===== src/rtl/mesh_port_arbiter.sv =====
// Round-robin arbiter that shares one mesh router output link, with a one-entry registered output stage.
// Optional per-input grant statistics are enabled with the MESH_ARB_STATS_EN macro.
module mesh_port_arbiter #(
  parameter int NUM_IN = 5,
  parameter int PKT_W  = 64,
  parameter int CNT_W  = 16
) (
  input  logic              clk,
  input  logic              rst,
  input  logic [NUM_IN-1:0] req_valid,
  output logic [NUM_IN-1:0] req_ready,
  input  logic [PKT_W-1:0]  req_pkt [NUM_IN],
  output logic              out_valid,
  input  logic              out_ready,
  output logic [PKT_W-1:0]  out_pkt
`ifdef MESH_ARB_STATS_EN
  ,
  output logic [CNT_W-1:0]  grant_cnt [NUM_IN]
`endif
);

  localparam int PTR_W = (NUM_IN > 1) ? $clog2(NUM_IN) : 1;

  // EMPTY/FULL is carried by the output valid bit itself.
  localparam logic [0:0] ST_EMPTY = 1'b0;
  localparam logic [0:0] ST_FULL  = 1'b1;

  logic              out_valid_r;
  logic [PKT_W-1:0]  out_pkt_r;
  logic [PTR_W-1:0]  rr_ptr_r;

  logic              can_load_s;
  logic              load_s;
  logic              gnt_found_s;
  logic [PTR_W-1:0]  gnt_idx_s;
  logic [PTR_W-1:0]  rr_next_s;

  assign out_valid = out_valid_r;
  assign out_pkt   = out_pkt_r;

  // Output stage may accept a new packet when empty or being drained this cycle.
  always_comb begin
    can_load_s = (out_valid_r == ST_EMPTY) || out_ready;
    load_s     = !rst && can_load_s && gnt_found_s;
  end

  // Round-robin search starting at rr_ptr_r, wrapping modulo NUM_IN.
  always_comb begin
    logic [PTR_W:0]   raw;
    logic [PTR_W:0]   cand;
    logic [PTR_W-1:0] idx;
    logic             hit;
    gnt_found_s = 1'b0;
    gnt_idx_s   = '0;
    raw         = '0;
    cand        = '0;
    idx         = '0;
    hit         = 1'b0;
    for (int k = 0; k < NUM_IN; k++) begin
      raw         = {1'b0, rr_ptr_r} + (PTR_W+1)'(k);
      cand        = (raw >= (PTR_W+1)'(NUM_IN)) ? (raw - (PTR_W+1)'(NUM_IN)) : raw;
      idx         = cand[PTR_W-1:0];
      hit         = !gnt_found_s && req_valid[idx];
      gnt_idx_s   = hit ? idx : gnt_idx_s;
      gnt_found_s = gnt_found_s | hit;
    end
  end

  // One-hot ready toward the granted requester only.
  always_comb begin
    req_ready = '0;
    if (load_s) begin
      req_ready[gnt_idx_s] = 1'b1;
    end else begin
      req_ready = '0;
    end
  end

  // Pointer moves to the input after the winner, wrapping at the last input.
  always_comb begin
    if (gnt_idx_s == PTR_W'(NUM_IN - 1)) begin
      rr_next_s = '0;
    end else begin
      rr_next_s = gnt_idx_s + PTR_W'(1);
    end
  end

  // Output register and round-robin pointer; a load takes priority over a plain drain.
  always_ff @(posedge clk) begin
    if (rst) begin
      out_valid_r <= ST_EMPTY;
      out_pkt_r   <= '0;
      rr_ptr_r    <= '0;
    end else if (load_s) begin
      out_valid_r <= ST_FULL;
      out_pkt_r   <= req_pkt[gnt_idx_s];
      rr_ptr_r    <= rr_next_s;
    end else if (out_ready) begin
      out_valid_r <= ST_EMPTY;
    end
  end

`ifdef MESH_ARB_STATS_EN
  logic [CNT_W-1:0] grant_cnt_r [NUM_IN];

  assign grant_cnt = grant_cnt_r;

  for (genvar gi = 0; gi < NUM_IN; gi++) begin : g_stats
    // Saturating count of packets accepted from input gi.
    always_ff @(posedge clk) begin
      if (rst) begin
        grant_cnt_r[gi] <= '0;
      end else if (req_valid[gi] && req_ready[gi] && (grant_cnt_r[gi] != {CNT_W{1'b1}})) begin
        grant_cnt_r[gi] <= grant_cnt_r[gi] + CNT_W'(1);
      end
    end
  end
`endif

endmodule

===== config.mk =====
export PLATFORM = sky130hd
export DESIGN_NAME = mesh_port_arbiter
export DESIGN_NICKNAME = d
export VERILOG_FILES = /design/src/rtl/mesh_port_arbiter.sv
export SDC_FILE = /design/constraint.sdc
export NUM_CORES = 1
export LEC_CHECK = 0
export ABC_AREA = 1
export BUFFER_PORTS_ARGS = -buffer_cell sky130_fd_sc_hd__buf_2
export CORE_AREA = 2 2 155 157
export DETAILED_ROUTE_END_ITERATION = 12
export DIE_AREA = 0 0 157 159
export PLACE_DENSITY = 0.7
export RECOVER_POWER = 50
export SLEW_MARGIN = 20
export SYNTH_ARGS = -nofsm -noshare
export SYNTH_HDL_FRONTEND = slang
export SYNTH_SLANG_ARGS = --single-unit

===== constraint.sdc =====
create_clock -name clk -period 6.5 [get_ports clk]
set_input_delay 0.65 -clock clk [delete_from_list [all_inputs] [get_ports clk]]
set_output_delay 0.65 -clock clk [all_outputs]
set_load 0.05 [all_outputs]

==> run metrics <==
outcome=finished, final reports clean; DR iter-0 viols=671; hold path start=out_pkt[54]; TritonCTS Buffers=9; antenna viol nets, final=0; Synth top area share=35.1%; Post-Synth XOR/XNOR Area=0.474%; Post-synth ARST share=0%; H-tree depth=3; vias in the first global route=8,577; Mapped Nets=1,619; Fin Clk Skew=13.0 ps; largest family of logic cells by synthesized area=simple AND/OR/NAND/NOR gates; GP Congestion=0.983; Final Slew Violations=0; yosys warns=0; Main synth FF type=dfxtp_1; Avg WL per Cell=15.4 um; CTS tree=yes; DRC Markers=0; RSZ-0062 raised after global routing=no; max_slew headroom=35.3%; Longest Clk Path Bufs=2; FF/Latch Area=1360 sq um; WP data arrival=4920 ps; initial antenna violation count=1; Synth Area in Simple Gates=a little over half; Gate Count Post-Synth=1,282; compound-cell area share of the yosys netlist=slightly above 10%; Cell Area, Synth=6870 sq um; Post-CTS Setup Bufs=0; initial core utilization=29.6%; largest area contributor in the netlist=nand2_1; filler cell count=2,649; Worst setup EP type=output port; area occupied by multi-input gates=approximately 4700 sq um; vias per inst=4.86; Finished Core Util=approximately two fifths; Seq/Total Area, Yosys=between 10% and 20%; Max Clk Rate=0.180 GHz; MaxCap Viol Count=0; total number of vias=9,429; Setup violations, final=0; startpoint types=flop; pin count of the biggest net entering global routing=76; clk_lat worst skew=350 ps; Clock Tree Root=clkbuf_16; final worst path period share=85.7%; Synth Register Bits=68; crit path from=rr_ptr_r[0]; post-synthesis adder-cell area fraction=under 10%; Critical Setup Path Class=flop to output port; Die Height=159 um; share of cells above drive strength 1=24.6%; hold_buf cts=0; worst hold slack=515 ps; # IOs=slightly below 400; drt first pass iters=5; Placeable Area=23,200 sq um; worst path required time=5850 ps; Hold Crit Class=flop to flop; Avg Cell Area, Syn=5.36 sq um; Routed WL=roughly 30,000 um; top cells by area, synth=nand2_1 (35%), dfxtp_1 (20%), nand3_1 (15%); first-pass GRT wire length=44,900 um; Total GRT Usage=22.7%; clock sink total=68; area delta synth->final=31.5%; Critical Path Fanout Max=27; total negative setup slack=0 ps; post_cts resized=0; Final HPWL DP=22,200 um; final hold vios=0; minimum clock period=approximately 5600 ps; synth unique cells=32; IO buf count=around 400; mux cell area share after synthesis=0%; Die ar.=25,000 sq um; EDFF count, synth=0; Die W=157 um; Clock transition at path regs=roughly 60 ps; nets=1,950; row count=56; grt ovf=0; Worst Tran Pin Value=approximately 970 ps; top cells by count, synth=nand2_1 (642), nand3_1 (209), a21oi_1 (121); count leader, synth=nand2_1; Reg2Reg Launch Point=rr_ptr_r[0]
## routing by layer
metal	wire length (um)	up-vias	global-route usage [%]
met5	0	-	0
met2	14400	444	39.8
met4	793	0	7.96
li1	-	4751	-
met1	12600	4178	27.8
met3	2130	56	3.78
## layout by cell type, fill, tap and decap left out, types with 4 or more instances in the layout
cell type  count
nor2_1        11
dfxtp_1       68
buf_4         14
nand2_1      642
inv_1         62
inv_2         11
o21ai_1        8
nor2_4         4
nand2_2        6
clkbuf_16      9
buf_2        332
nand3_1      209
clkbuf_1      65
ha_1           8
o21ai_0        5
nand3_2        5
nor3_1         4
a21oi_1      121
nand4_1       10
## logic make-up (layout without fill, tap and decap cells)
family	count (synthesis)	count (layout)
flops	68	68
simple gates	898	898
other cells	0	2
buf+inv	166	502
xor+xnor	2	2
compound gates	139	139
fa+ha+maj	9	9
## metrics by stage
stage	worst slack [ps]	area, sq um	cells
floorplan	2040	6870	1282
global route	545	9020	1938
CTS	1330	9110	1937
finish	933	9030	1939
detailed placement	1640	8810	1921
global placement	1700	8810	1921
## registers in the layout, summed over array words and instances, names as in the netlist
name / count
out_pkt: 64
rr_ptr_r: 3
out_valid: 1
## critical path: stages (launching register included)
cell	delay, ps
dfxtp_1	740
inv_1	430
ha_1	620
inv_2	140
nand2_1	90
o21ai_1	110
nand3_1	120
nand3_1	110
nand2_2	170
nand3_2	120
nor2_4	190
nand2_1	80
nor3_1	270
nor2_4	80
inv_1	700
nand3_1	200
inv_1	120
buf_2	270
## worst paths after layout
check,endpoint,slack (ps),cells after the start
setup / recovery,req_ready[3],930,17
hold / removal,out_pkt[54],520,2
setup reg to reg,out_pkt[12],1390,19
hold reg to reg,out_pkt[54],520,2
## final cells by class
class | instances | area share, %
Clock inverter | 7 | 0.845
Timing Repair Buffer | 411 | 22.3
Multi-Input combinational cell | 1048 | 51.7
Clock buffer | 9 | 2.49
Antenna cell | 2 | 0.0554
Inverter | 75 | 3.17
Sequential cell | 68 | 15.1
Tap cell | 319 | 4.42
Power is left out: the tool's default activity adds up to more than one toggle a clock period on the data nets, which glitch-free logic cannot reach.
